$ cat config.mk
export PLATFORM = sky130hd
export DESIGN_NAME = pipeline_hazard_ctrl
export DESIGN_NICKNAME = d
export VERILOG_FILES = /design/src/rtl/pipeline_pkg.sv /design/src/rtl/sat_counter.sv /design/src/rtl/pipeline_hazard_ctrl.sv
export SDC_FILE = /design/constraint.sdc
export NUM_CORES = 1
export LEC_CHECK = 0
export BUFFER_PORTS_ARGS = -buffer_cell sky130_fd_sc_hd__buf_2
export CORE_ASPECT_RATIO = 0.6
export CORE_MARGIN = 4
export CORE_UTILIZATION = 50
export DETAILED_ROUTE_END_ITERATION = 10
export GPL_ROUTABILITY_DRIVEN = 0
export HOLD_SLACK_MARGIN = 0.15
export PLACE_DENSITY = 0.79
export RECOVER_POWER = 25
export SYNTH_ARGS = -nofsm -noshare
export SYNTH_HDL_FRONTEND = slang
export SYNTH_HIERARCHICAL = 1
export SYNTH_SLANG_ARGS = --single-unit
$ cat constraint.sdc
create_clock -name clk_i -period 2.5 [get_ports clk_i]
set_input_delay 0.25 -clock clk_i [delete_from_list [all_inputs] [get_ports clk_i]]
set_output_delay 0.25 -clock clk_i [all_outputs]
set_load 0.05 [all_outputs]
$ cat src/rtl/pipeline_pkg.sv
// Shared definitions for the pipeline hazard/stall controller.
package pipeline_pkg;

  typedef enum logic [1:0] {
    RUN     = 2'b00,
    WAIT    = 2'b01,
    RELEASE = 2'b10
  } mem_state_e;

  localparam logic [4:0] REG_X0 = 5'd0;

endpackage

$ cat src/rtl/sat_counter.sv
// Up-counter that sticks at all-ones instead of wrapping; cleared by reset.
module sat_counter #(
  parameter int W = 32
) (
  input  logic         clk_i,
  input  logic         rst_n_i,
  input  logic         inc_i,
  output logic [W-1:0] cnt_o
);

  logic [W-1:0] cnt_q, cnt_d;

  always_comb begin
    cnt_d = cnt_q;
    if (inc_i && (cnt_q != {W{1'b1}})) cnt_d = cnt_q + 1'b1;
  end

  always_ff @(posedge clk_i or negedge rst_n_i) begin
    if (!rst_n_i) cnt_q <= '0;
    else          cnt_q <= cnt_d;
  end

  assign cnt_o = cnt_q;

endmodule

$ cat src/rtl/pipeline_hazard_ctrl.sv
// Load-use / branch-flush / data-memory freeze controller for the 5-stage pipeline,
// plus a saturating stall-cycle counter.
module pipeline_hazard_ctrl
  import pipeline_pkg::*;
#(
  parameter int REG_ADDR_W = 5,
  parameter int CNT_W      = 32
) (
  input  logic                  clk_i,
  input  logic                  rst_n_i,
  input  logic [REG_ADDR_W-1:0] ID_RS1addr_i,
  input  logic [REG_ADDR_W-1:0] ID_RS2addr_i,
  input  logic                  EX_MemRead_i,
  input  logic [REG_ADDR_W-1:0] EX_RDaddr_i,
  input  logic                  Branch_taken_i,
  input  logic                  MEM_MemRead_i,
  input  logic                  MEM_MemWrite_i,
  input  logic                  dmem_ack_i,
  output logic                  dmem_req_o,
  output logic                  PCWrite_o,
  output logic                  IF_ID_Write_o,
  output logic                  NoOp_o,
  output logic                  Flush_o,
  output logic                  Stall_all_o,
  output logic [CNT_W-1:0]      stall_cnt_o
);

  mem_state_e state_q, state_d;
  logic       mem_stall;
  logic       hz;
  logic       stall_g, hz_g;

  always_ff @(posedge clk_i or negedge rst_n_i) begin
    if (!rst_n_i) state_q <= RUN;
    else          state_q <= state_d;
  end

  // RELEASE is a one-cycle gap so the same MEM instruction is not reissued.
  always_comb begin
    state_d   = state_q;
    mem_stall = 1'b0;
    unique case (state_q)
      RUN: begin
        if (MEM_MemRead_i || MEM_MemWrite_i) begin
          mem_stall = 1'b1;
          state_d   = WAIT;
        end
      end
      WAIT: begin
        mem_stall = 1'b1;
        if (dmem_ack_i) state_d = RELEASE;
      end
      RELEASE: state_d = RUN;
      default: state_d = RUN;
    endcase
  end

  assign hz = EX_MemRead_i && (EX_RDaddr_i != REG_ADDR_W'(REG_X0)) &&
              ((EX_RDaddr_i == ID_RS1addr_i) || (EX_RDaddr_i == ID_RS2addr_i));

  // Outputs are forced to their idle values for as long as reset is held.
  assign stall_g = rst_n_i && mem_stall;
  assign hz_g    = rst_n_i && hz;

  always_comb begin
    dmem_req_o    = stall_g;
    Stall_all_o   = stall_g;
    PCWrite_o     = 1'b1;
    IF_ID_Write_o = 1'b1;
    NoOp_o        = 1'b0;
    Flush_o       = 1'b0;
    if (stall_g) begin
      PCWrite_o     = 1'b0;
      IF_ID_Write_o = 1'b0;
    end else if (hz_g) begin
      PCWrite_o     = 1'b0;
      IF_ID_Write_o = 1'b0;
      NoOp_o        = 1'b1;
    end else if (rst_n_i && Branch_taken_i) begin
      Flush_o = 1'b1;
    end
  end

  sat_counter #(.W(CNT_W)) u_stall_cnt (
    .clk_i   (clk_i),
    .rst_n_i (rst_n_i),
    .inc_i   (stall_g || hz_g),
    .cnt_o   (stall_cnt_o)
  );

endmodule
* Word level (Yosys, flattened, before mapping)
Index checks and enable logic that the tools add are counted.
** Operators by class
- Add/subtract/negate cells :: 1
- Eq/ne operators :: 6
- Multiplexer cells :: 12
- Reduce and logical (&&, ||, !) cells :: 12
** Operators by type and width (number)
- 32-bit by 1-bit adder with 32-bit output (second input constant) :: 1
- 32-bit inequality test (second input constant) :: 1
- 5-bit == test :: 2
- 1-bit two-way mux :: 8
- 1-bit logical AND :: 6
- 5-bit nonzero test :: 1
- 2-bit two-way mux :: 2
- 2-bit inequality test (second input constant) :: 2
- 2-bit one-hot mux with 2 select lines :: 1
- 1-bit logical OR :: 3
- 2-bit by 1-bit == test with 1-bit output (second input constant) :: 1
- 2-bit logical NOT :: 1
- 1-bit one-hot mux with 2 select lines :: 1
- 2-bit AND reduction :: 1
** Word-level totals
- Flip-flop bits (word level) :: 34
- Input port bits :: 22
- Output and inout bits :: 38
- Word-level logic and storage cells :: 33

* Depth between registers and ports, before layout
Gate-level depths: netlist of run 1.
- Word-level depth :: 6
- Mapped depth :: 10
- Gate-level depth less buffers :: 9

* Modules after synthesis
Netlist of run 1, hierarchy kept.
** By module, submodules not included
- sat_counter :: times used 1, cells each 151, area an instance 1624.1 um2, sequential area each 800.8 um2
- pipeline_hazard_ctrl :: times used 1, cells each 31, area an instance 269.0 um2, sequential area each 50.0 um2

* Worst setup path before layout of run 1
OpenSTA, ideal clock, no wires.
- Kind :: flip-flop to flip-flop
- From :: register state_q[1]
- To :: register u_stall_cnt.cnt_q[29] (netlist: u_stall_cnt/cnt_o[29])
- Setup time :: 0.082 ns
- Arrival :: 3.094 ns
- Data required time :: 2.418 ns
- Setup slack :: -0.676 ns
- Stages on the path, launching flop included :: 9
- Buffers on the path :: 1
- Clock period less this slack :: 3.176 ns
- Path through :: dfrtp_1 > nor3b_1 > a21o_1 > and3_1 > nor2b_1 > clkbuf_1 > nand4_1 > nor4_2 > xor2_1
** On the way
- Longest elaborated chain between the ends :: 5
- Elaborated cells on any way between the ends :: 6
- Those cells by class :: eq/ne (1); mux (1); reduce/logical (4)
** RTL lines
- start: declaration :: RTL line pipeline_hazard_ctrl.sv:28 : mem_state_e state_q, state_d;
- start signal: assignment :: RTL line pipeline_hazard_ctrl.sv:35 : else state_q <= state_d;
- 2-bit by 1-bit == test with 1-bit output / 2-bit logical NOT (equally long branches) :: RTL line pipeline_hazard_ctrl.sv:42 : unique case (state_q)
- 1-bit one-hot mux with 2 select lines (*) :: RTL line pipeline_hazard_ctrl.sv:42
- 1-bit logical AND (*) :: RTL line pipeline_hazard_ctrl.sv:62 : assign stall_g = rst_n_i && mem_stall;
- net Stall_all_o :: RTL line pipeline_hazard_ctrl.sv:24 : output logic Stall_all_o,
- 1-bit logical OR (*) :: RTL line pipeline_hazard_ctrl.sv:87 : .inc_i (stall_g || hz_g),
- 1-bit logical AND (*) :: RTL line sat_counter.sv:15 : if (inc_i && (cnt_q != {W{1'b1}})) cnt_d = cnt_q + 1'b1;
- end signal: assignment :: RTL line sat_counter.sv:20 : else cnt_q <= cnt_d;
- end: declaration :: RTL line sat_counter.sv:11 : logic [W-1:0] cnt_q, cnt_d;
The timed path passes the listed nets; every way through them passes the cells marked *.
A chain may end at the register's enable or synchronous reset.

* Worst setup path after layout of run 1
- From :: input rst_n_i
- To :: register u_stall_cnt.cnt_q[29] (netlist: u_stall_cnt/cnt_o[29])
** On the way
- Longest elaborated chain between the ends :: 3
- Elaborated cells on any way between the ends :: 4
- Those cells by class :: reduce/logical (4)
** RTL lines
- start: declaration :: RTL line pipeline_hazard_ctrl.sv:10 : input logic rst_n_i,
- 1-bit logical AND (on tied branches) :: RTL line pipeline_hazard_ctrl.sv:62, pipeline_hazard_ctrl.sv:63
- 1-bit logical OR (*) :: RTL line pipeline_hazard_ctrl.sv:87
- 1-bit logical AND (*) :: RTL line sat_counter.sv:15
Mark *: on every way between the ends. The rest lies on a longest branch, timed or not.

==> results.sh, run 1 <==
export IMPL_fin_skew_ns=0.006970
export IMPL_end_kind="register"
export IMPL_worstHoldPathCells=3
export IMPL_dr_total_vias=1634
export IMPL_rsz0062_at_grt="false"
export IMPL_total_power_mw=1.583
export IMPL_min_from="dmem_ack_i"
export IMPL_seq_area_frac_synth=0.4494
export IMPL_wl_per_cell_um=14.91
export IMPL_p_per_area_nw_per_um2=670.2
export IMPL_syn_area_per_cell_sq_um=10.40
export IMPL_drive_above_1_share=0.3400
export IMPL_arrival_ns=2.37
export IMPL_period_share=0.8661
export IMPL_synth_flop_cell="dfrtp_1"
export IMPL_die_h_um=55.66
export IMPL_synth_cell_types=38
export IMPL_port_buffers=59
export IMPL_htree_levels=2
export IMPL_post_cts_buffers=0
export IMPL_clockRootBuffer="clkbuf_8"
export IMPL_grt_pass1_vias=1506
export IMPL_n_fill_cell=275
export IMPL_drt_first_pass_iters=4
export IMPL_synth_edf_count=0
export IMPL_drt_initial_drc_count=69
export IMPL_hold_violations=0
export IMPL_antenna_cells=0
export IMPL_syn_area_sq_um=1893
export IMPL_critPathMaxFanout=7
export IMPL_die_area_sq_um=4867
export IMPL_fin_util=0.6860
export IMPL_critPathRequiredTime_ns=2.70
export IMPL_async_flop_share=1.000
export IMPL_min_to="state_q[1]"
export IMPL_antenna_left=0
export IMPL_r2r_start="u_stall_cnt/cnt_o[23]"
export IMPL_cts_buffer_depth=2
export IMPL_status="finished, final reports clean"
export IMPL_design_portCount=60
export IMPL_rrSetupSlack_ns=0.39
export IMPL_clock_sinks=34
export IMPL_tns_ns=0
export IMPL_ys_warn_count=6
export IMPL_r2r_end="u_stall_cnt/cnt_o[1]"
export IMPL_post_route_min_period_ns=2.165
export IMPL_path_cells="dlygate4sd3_1 -> buf_2 -> nor3b_4 -> a21o_1 -> and3_1 -> nor2b_2 -> nand4_1 -> nor4_2 -> xor2_1"
export IMPL_start_kind="input pin"
export IMPL_crit_type="input pin to register"
export IMPL_viasPerCell=5.539
export IMPL_crit_path_top_delay_cell="dlygate4sd3_1"
export IMPL_finalWirelength_mm=4.399
export IMPL_path_depth=9
export IMPL_rows=16
export IMPL_drc=0
export IMPL_path_clk_slew_ns=0.06
export IMPL_synth_nets=205
export IMPL_grt_overflow_total=0
export IMPL_ys_ff_latch=34
export IMPL_layout_nets=274
export IMPL_worst_pin_slew_ns=0.6981
export IMPL_worstSkewPairLatency_ns=0.28
export IMPL_ir_drop_mv=0.5310
export IMPL_slowest_delay_ns=0.51
export IMPL_cp_top_family="simple AND/OR/NAND/NOR gates"
export IMPL_die_x_um=87.44
export IMPL_cts_buffers=5
export IMPL_max_freq_mhz=461.9
export IMPL_setup_viol=0
export IMPL_grt_start_max_net_pins=23
export IMPL_cap_violations=0
export IMPL_min_path_type="input pin to register"
export IMPL_slew_viol_final=0
export IMPL_synth_cells=182
export IMPL_r2r_cells=5
export IMPL_fp_coreArea_sq_um=3443
export IMPL_leakagePower_nw=1.114
export IMPL_path_buf_inv=2
export IMPL_cts_tree="built"
export IMPL_hpwlAfterDp_mm=3.502
export IMPL_syn2layout_area_growth_pct=24.79
export IMPL_grt_usage=0.1914
export IMPL_antenna_found_initial=0
export IMPL_slew_headroom=0.5346
export IMPL_initial_core_util=0.5498
export IMPL_grt_pass1_wl_mm=7.376
per-layer routing:
metal / track usage / share of wire / up-vias / routed length [um]
met3: 0.04438 / 0.071 / 4 / 312
met2: 0.2575 / 0.42 / 61 / 1835
met4: 0.04595 / 0.0043 / 0 / 19
met1: 0.3029 / 0.51 / 772 / 2231
li1: - / - / 797 / -
met5: 0 / 0 / - / 0
placed cells by master (no fill, tap or decap), types with 5 or more instances in the layout:
cell / Yosys / layout
nor2_1: 10 / 10
nand3_1: 17 / 17
clkbuf_8: 0 / 6
buf_4: 2 / 5
xor2_1: 5 / 5
xnor2_1: 34 / 34
dfrtp_1: 34 / 34
nand4_1: 15 / 15
nand2_1: 20 / 20
buf_2: 0 / 59
power by group:
group	internal [mW]	total [mW]	switching, mW
logic	0.148	0.502	0.354
registers	0.608	0.688	0.0800
clock network	0.212	0.393	0.181
worst min-delay path: cells and delay by family:
| kind | cells | cell delay (ns) |
|---|---|---|
| AND/OR/NAND/NOR | 2 | 0.11 |
| buffers and inverters | 1 | 0.09 |
metrics by stage:
stage / hold WS (ns) / instances / worst slack [ns] / area [sq um]
detailed placement: 0.2625 / 288 / 0.06664 / 2271
global route: 0.2219 / 295 / 0.1736 / 2362
finish: 0.2187 / 295 / 0.3348 / 2362
floorplan: -0.04559 / 182 / 0.1236 / 1904
CTS: 0.2121 / 295 / 0.1840 / 2364
global placement: 0.2684 / 288 / 0.2370 / 2271
synth_stat cells (all sizes together), types with 3 or more instances:
| cell type | n | area share |
|---|---|---|
| nor2 | 10 | 0.020 |
| nand2 | 21 | 0.043 |
| xnor2 | 34 | 0.16 |
| nor3 | 6 | 0.021 |
| dfrtp | 34 | 0.45 |
| xor2 | 5 | 0.023 |
| nand4 | 16 | 0.056 |
| nor4 | 5 | 0.028 |
| nand3 | 18 | 0.050 |
| buf | 3 | 0.014 |
| a21oi | 3 | 0.0079 |
| and4 | 4 | 0.019 |
worst max path at each step:
stage              startpoint               endpoint
2_1_floorplan  EX_RDaddr_i[0]              PCWrite_o
3_3_place_gp   EX_RDaddr_i[4]  u_stall_cnt/cnt_o[29]
3_5_place_dp   EX_RDaddr_i[4]  u_stall_cnt/cnt_o[29]
4_1_cts               rst_n_i  u_stall_cnt/cnt_o[29]
5_1_grt               rst_n_i  u_stall_cnt/cnt_o[31]
6_report              rst_n_i  u_stall_cnt/cnt_o[29]
registers in the layout (all words and copies together) (netlist names):
register           count
u_stall_cnt/cnt_o     32
state_q                2
timing repair:
action,in CTS,in global routing
resized for setup,0,1
setup endpoints to repair,0,1
hold buffers,1,0
endpoints found under the hold margin,34,0
cells by family (layout without fill, tap and decap cells):
group,after synthesis,in the layout,share of synthesized area
AO/OA/AOI/OAI,11,11,0.05552
XOR/XNOR,39,39,0.1804
AND/OR/NAND/NOR,90,90,0.2783
multiplexers,2,2,0.01190
adder cells (fa/ha/maj),1,1,0.006608
buffers and inverters,5,73,0.01784
flip-flops,34,34,0.4494
area by class of cell:
type | instances | area (sq um) | share of cell area
multi-input combinational | 143 | 1022 | 0.4327
tap | 45 | 56.30 | 0.02383
clock buffer | 6 | 82.58 | 0.03496
inverter | 1 | 3.754 | 0.001589
timing repair buffer | 66 | 346.6 | 0.1467
sequential | 34 | 850.8 | 0.3602
Note: power is estimated with default switching activity, not from simulation.
==> inputs of run 2 (changes only) <==
--- a/config.mk
+++ b/config.mk
@@ -5,14 +5,14 @@
 export SDC_FILE = /design/constraint.sdc
 export NUM_CORES = 1
 export LEC_CHECK = 0
-export BUFFER_PORTS_ARGS = -buffer_cell sky130_fd_sc_hd__buf_2
 export CORE_ASPECT_RATIO = 0.6
 export CORE_MARGIN = 4
-export CORE_UTILIZATION = 50
+export CORE_UTILIZATION = 52
 export DETAILED_ROUTE_END_ITERATION = 10
+export DONT_BUFFER_PORTS = 1
 export GPL_ROUTABILITY_DRIVEN = 0
 export HOLD_SLACK_MARGIN = 0.15
-export PLACE_DENSITY = 0.79
+export PLACE_DENSITY = 0.67
 export RECOVER_POWER = 25
 export SYNTH_ARGS = -nofsm -noshare
 export SYNTH_HDL_FRONTEND = slang
==> run 2 against run 1 <==
Flip-flop and latch count is the same. Highest routed layer unchanged. The flow now finishes with violations (max-capacitance violations, max-slew violations). Final cell count is 8.1% lower. Core utilization up 1.0 points. Die area decreased by 3.4%. Sequential power down 4.7%. Global-route usage grew 4.0 points. Largest cell class unchanged.
==> results.sh, run 2 (synthesis results as in run 1) <==
export IMPL_cp_top_family="simple AND/OR/NAND/NOR gates"
export IMPL_drc=0
export IMPL_fp_coreArea_sq_um=3383
export IMPL_fin_skew_ns=0.005601
export IMPL_final_cell_count_no_fill=271
export IMPL_hold_ws_ns=0.3078
export IMPL_arrival_ns=2.01
export IMPL_grt_pass1_wl_mm=8.135
export IMPL_max_freq_mhz=441.6
export IMPL_wl_per_cell_um=18.96
export IMPL_status="finished, violations left"
export IMPL_drive_above_1_share=0.2655
export IMPL_dr_total_vias=1669
export IMPL_slowest_delay_ns=0.57
export IMPL_grt_usage=0.2314
export IMPL_path_clk_slew_ns=0.06
export IMPL_crit_type="register to primary output"
export IMPL_drt_initial_drc_count=89
export IMPL_antenna_left=0
export IMPL_drt_first_pass_iters=4
export IMPL_tns_ns=0
export IMPL_cts_buffers=5
export IMPL_port_buffers=0
export IMPL_cts_tree="built"
export IMPL_rows=16
export IMPL_dpl_cell_count=259
export IMPL_worstSkewPairLatency_ns=0.28
export IMPL_syn2layout_area_growth_pct=24.39
export IMPL_clockRootBuffer="clkbuf_8"
export IMPL_slew_viol_final=35
export IMPL_grt_start_max_net_pins=35
export IMPL_worst_pin_slew_ns=1.541
export IMPL_period_share=0.9059
export IMPL_grt_pass1_vias=1667
export IMPL_clock_sinks=34
export IMPL_design_portCount=60
export IMPL_die_h_um=54.74
export IMPL_die_area_sq_um=4701
export IMPL_rsz0062_at_grt="false"
export IMPL_hold_violations=0
export IMPL_total_power_mw=1.683
export IMPL_ir_drop_mv=0.6467
export IMPL_viasPerCell=6.159
export IMPL_leakagePower_nw=1.035
export IMPL_largest_reg_flops=32
export IMPL_critPathRequiredTime_ns=2.25
export IMPL_initial_core_util=0.5595
export IMPL_die_x_um=85.90
export IMPL_hpwlAfterDp_mm=3.873
export IMPL_setup_viol=0
export IMPL_min_path_type="input pin to register"
export IMPL_antenna_cells=0
export IMPL_cts_buffer_depth=2
export IMPL_htree_levels=2
export IMPL_critPathMaxFanout=5
export IMPL_finalWirelength_mm=5.137
export IMPL_p_per_area_nw_per_um2=714.5
export IMPL_slew_headroom=-0.02728
export IMPL_layout_nets=248
export IMPL_failed_checks="max-capacitance violations, max-slew violations"
export IMPL_path_buf_inv=1
export IMPL_antenna_found_initial=0
export IMPL_start_kind="register"
export IMPL_post_route_min_period_ns=2.265
export IMPL_crit_path_top_delay_cell="and3b_1"
export IMPL_layout_commonest_cell="buf_4"
export IMPL_n_fill_cell=261
export IMPL_end_kind="primary output"
export IMPL_grt_overflow_total=0
export IMPL_postLayoutCellArea_sq_um=2355
export IMPL_path_cells="nor3_1 -> nor3b_4 -> buf_4 -> and3b_1"
export IMPL_postPlaceCellArea_sq_um=2205
export IMPL_layout_common_cells="37 x buf_4, 34 x xnor2_1, 34 x dfrtp_1"
export IMPL_cap_violations=1
==> run 2: layout make-up <==
type	instances	area, sq um	area share
tap	45	56.30	0.02391
inverter	1	3.754	0.001594
multi-input combinational	143	1023	0.4346
clock buffer	8	110.1	0.04676
timing repair buffer	40	310.3	0.1318
sequential	34	850.8	0.3613
==> run 2: path summary, 6_finish.rpt <==
| kind | from | to | slack (ns) | cells after the start |
|---|---|---|---|---|
| setup reg to reg | state_q[1] | u_stall_cnt/cnt_o[29] | 0.36 | 7 |
| hold reg to reg | state_q[1] | state_q[1] | 0.53 | 1 |
| hold / removal | MEM_MemRead_i | state_q[0] | 0.31 | 2 |
| min in group asynchronous | rst_n_i | u_stall_cnt/cnt_o[19] | 1.01 | 2 |
| setup / recovery | state_q[0] | NoOp_o | 0.24 | 4 |
| max in group asynchronous | rst_n_i | u_stall_cnt/cnt_o[20] | 0.59 | 2 |
==> run 2: layer usage <==
metal / GRT usage / part of all wire / wire (um)
met2: 0.3670 / 0.45 / 2313
met1: 0.2958 / 0.45 / 2292
met5: 0 / 0 / 0
met3: 0.07218 / 0.084 / 434
met4: 0.1026 / 0.019 / 97
==> run 2: power by group <==
group	switching [mW]	internal [mW]	total (mW)
Combinational	0.388	0.165	0.553
Clock	0.195	0.278	0.474
Sequential	0.0478	0.608	0.656
Total	0.631	1.05	1.68
==> run 2: stage by stage <==
stage,utilization,worst slack (ns)
after global placement,0.6516,0.2946
after global routing,0.6960,0.1867
final,0.6960,0.2354
after CTS,0.6960,0.09632
after floorplan,-,0.1236
after detailed placement,0.6516,0.05256
==> run 2: timing repair <==
item,in CTS,in global routing
hold buffers,3,0
gates resized for setup,0,0
setup buffers,0,1
hold endpoints to repair,35,0
setup endpoints to repair,0,10
==> inputs of run 3 (changes only) <==
--- a/config.mk
+++ b/config.mk
@@ -14,6 +14,7 @@
 export HOLD_SLACK_MARGIN = 0.15
 export PLACE_DENSITY = 0.67
 export RECOVER_POWER = 25
+export SKIP_LAST_GASP = 1
 export SYNTH_ARGS = -nofsm -noshare
 export SYNTH_HDL_FRONTEND = slang
 export SYNTH_HIERARCHICAL = 1
==> constraint.sdc (replaced) <==
create_clock -name clk_i -period 2.5 [get_ports clk_i]
set_input_delay 0.125 -clock clk_i [delete_from_list [all_inputs] [get_ports clk_i]]
set_output_delay 0.125 -clock clk_i [all_outputs]
set_load 0.05 [all_outputs]
==> run 3 against run 2 <==
The run still ends with max-capacitance violations, max-slew violations left. Non-clock buffer count grew 1. Highest routed layer unchanged. Clock power is 11% lower. First-iteration DRC count increased by 52%. Largest power group unchanged. Largest cell class unchanged.
==> results.sh, run 3 (synthesis results as in run 1) <==
export IMPL_finalWirelength_mm=5.048
export IMPL_cts_buffers=5
export IMPL_cap_violations=1
export IMPL_die_h_um=54.74
export IMPL_end_kind="register"
export IMPL_grt_pass1_vias=1655
export IMPL_final_setup_worst_slack_ns=0.2875
export IMPL_total_power_mw=1.630
export IMPL_slew_viol_final=35
export IMPL_rrSetupSlack_ns=0.29
export IMPL_r2r_start="state_q[1]"
export IMPL_worst_pin_slew_ns=1.824
export IMPL_period_share=0.8850
export IMPL_hold_ws_ns=0.4187
export IMPL_initial_core_util=0.5595
export IMPL_path_cells="nor3b_4 -> a21o_1 -> and3_1 -> nor2b_1 -> nand4_1 -> nor4_2 -> xor2_1"
export IMPL_critPathLaunch="state_q[1]"
export IMPL_cts_buffer_depth=2
export IMPL_rsz0062_at_grt="false"
export IMPL_r2r_cells=7
export IMPL_critPathMaxFanout=7
export IMPL_clock_sinks=34
export IMPL_fin_skew_ns=0.006971
export IMPL_antenna_left=0
export IMPL_die_area_sq_um=4701
export IMPL_worstHoldPathCells=4
export IMPL_drt_first_pass_iters=4
export IMPL_drc=0
export IMPL_path_clk_slew_ns=0.07
export IMPL_design_portCount=60
export IMPL_htree_levels=2
export IMPL_min_path_type="input pin to register"
export IMPL_slowest_delay_ns=0.48
export IMPL_layout_common_cells="36 x buf_4, 34 x xnor2_1, 34 x dfrtp_1"
export IMPL_port_buffers=0
export IMPL_tns_ns=0
export IMPL_crit_path_top_delay_cell="nor2b_1"
export IMPL_p_per_area_nw_per_um2=696.8
export IMPL_syn2layout_area_growth_pct=23.60
export IMPL_clockRootBuffer="clkbuf_8"
export IMPL_pre_cts_slack_ns=0.09579
export IMPL_post_route_min_period_ns=2.213
export IMPL_grt_overflow_total=0
export IMPL_grt_start_max_net_pins=35
export IMPL_max_freq_mhz=452.0
export IMPL_fin_util=0.6916
export IMPL_antenna_cells=0
export IMPL_viasPerCell=5.982
export IMPL_ir_drop_mv=0.6925
export IMPL_hpwlAfterDp_mm=3.801
export IMPL_critPathRequiredTime_ns=2.71
export IMPL_crit_type="register to register"
export IMPL_rows=16
export IMPL_fp_coreArea_sq_um=3383
export IMPL_leakagePower_nw=1.019
export IMPL_drt_initial_drc_count=135
export IMPL_setup_viol=0
export IMPL_largest_reg_flops=32
export IMPL_failed_checks="max-capacitance violations, max-slew violations"
export IMPL_hold_violations=0
export IMPL_min_from="rst_n_i"
export IMPL_r2r_end="u_stall_cnt/cnt_o[29]"
export IMPL_grt_usage=0.2341
export IMPL_die_x_um=85.90
export IMPL_wl_per_cell_um=18.56
export IMPL_status="finished, violations left"
export IMPL_antenna_found_initial=0
export IMPL_n_fill_cell=250
export IMPL_arrival_ns=2.43
export IMPL_drive_above_1_share=0.2555
export IMPL_cts_tree="built"
export IMPL_start_kind="register"
export IMPL_worstSkewPairLatency_ns=0.29
export IMPL_grt_pass1_wl_mm=8.211
export IMPL_layout_nets=249
export IMPL_layout_commonest_cell="buf_4"
export IMPL_min_to="u_stall_cnt/cnt_o[0]"
export IMPL_slew_headroom=-0.2159
export IMPL_dr_total_vias=1627
## run 3: cell count changes in the layout (fill, tap and decap cells not counted), sizes merged
cell	before	now
dlymetal6s4s	1	0
dlygate4sd3	2	4
buf	37	36
clkinv	0	1
## run 3: how the worst max path moves through the flow
stage                       endpoint  slack, ns  cells after the start
2_1_floorplan  u_stall_cnt/cnt_o[29]       0.17                      8
3_3_place_gp   u_stall_cnt/cnt_o[15]       0.30                      8
3_5_place_dp   u_stall_cnt/cnt_o[29]        0.1                      9
4_1_cts        u_stall_cnt/cnt_o[25]       0.23                      5
5_1_grt        u_stall_cnt/cnt_o[29]       0.12                      2
6_report       u_stall_cnt/cnt_o[29]       0.29                      7
## run 3: repair_timing
action,CTS,global route
setup endpoints to repair,0,3
resized for setup,0,0
buffers inserted,0,1
hold endpoints to repair,36,0
hold buffers,5,0
## run 3: layout make-up
class / instances / area [sq um] / area share
multi-input cells: 143 / 1023 / 0.4374
flip-flops and latches: 34 / 850.8 / 0.3636
inverters: 1 / 3.754 / 0.001604
clock buffers: 7 / 86.33 / 0.03690
repair buffers: 41 / 314.1 / 0.1342
well taps: 45 / 56.30 / 0.02406
clock inverters: 1 / 5.005 / 0.002139
## run 3: metal layers
metal  vias to the layer above  share of wire  track usage
li1                        743              -            -
met1                       797           0.43       0.3007
met2                        76           0.45       0.3683
met3                        11          0.094      0.06917
met4                         0          0.019       0.1132
met5                         -              0            0
## run 3: critical path, delay by kind of cell (launching register included)
kind | cells | cell delay (ns)
XOR/XNOR | 1 | 0.18
flip-flops | 1 | 0.42
AO/OA/AOI/OAI | 1 | 0.24
AND/OR/NAND/NOR | 5 | 1.31
## run 3: stage by stage
step	cell area, sq um	instances
6_report	2340	272
5_1_grt	2340	272
4_1_cts	2349	271
3_5_place_dp	2197	258
3_3_place_gp	2197	258
2_1_floorplan	1904	182
## run 3: report_power, final
part / total (mW) / switching, mW / leakage, nW / internal (mW)
clock network: 0.422 / 0.200 / 0.0482 / 0.222
registers: 0.657 / 0.0485 / 0.460 / 0.608
logic: 0.551 / 0.388 / 0.511 / 0.164
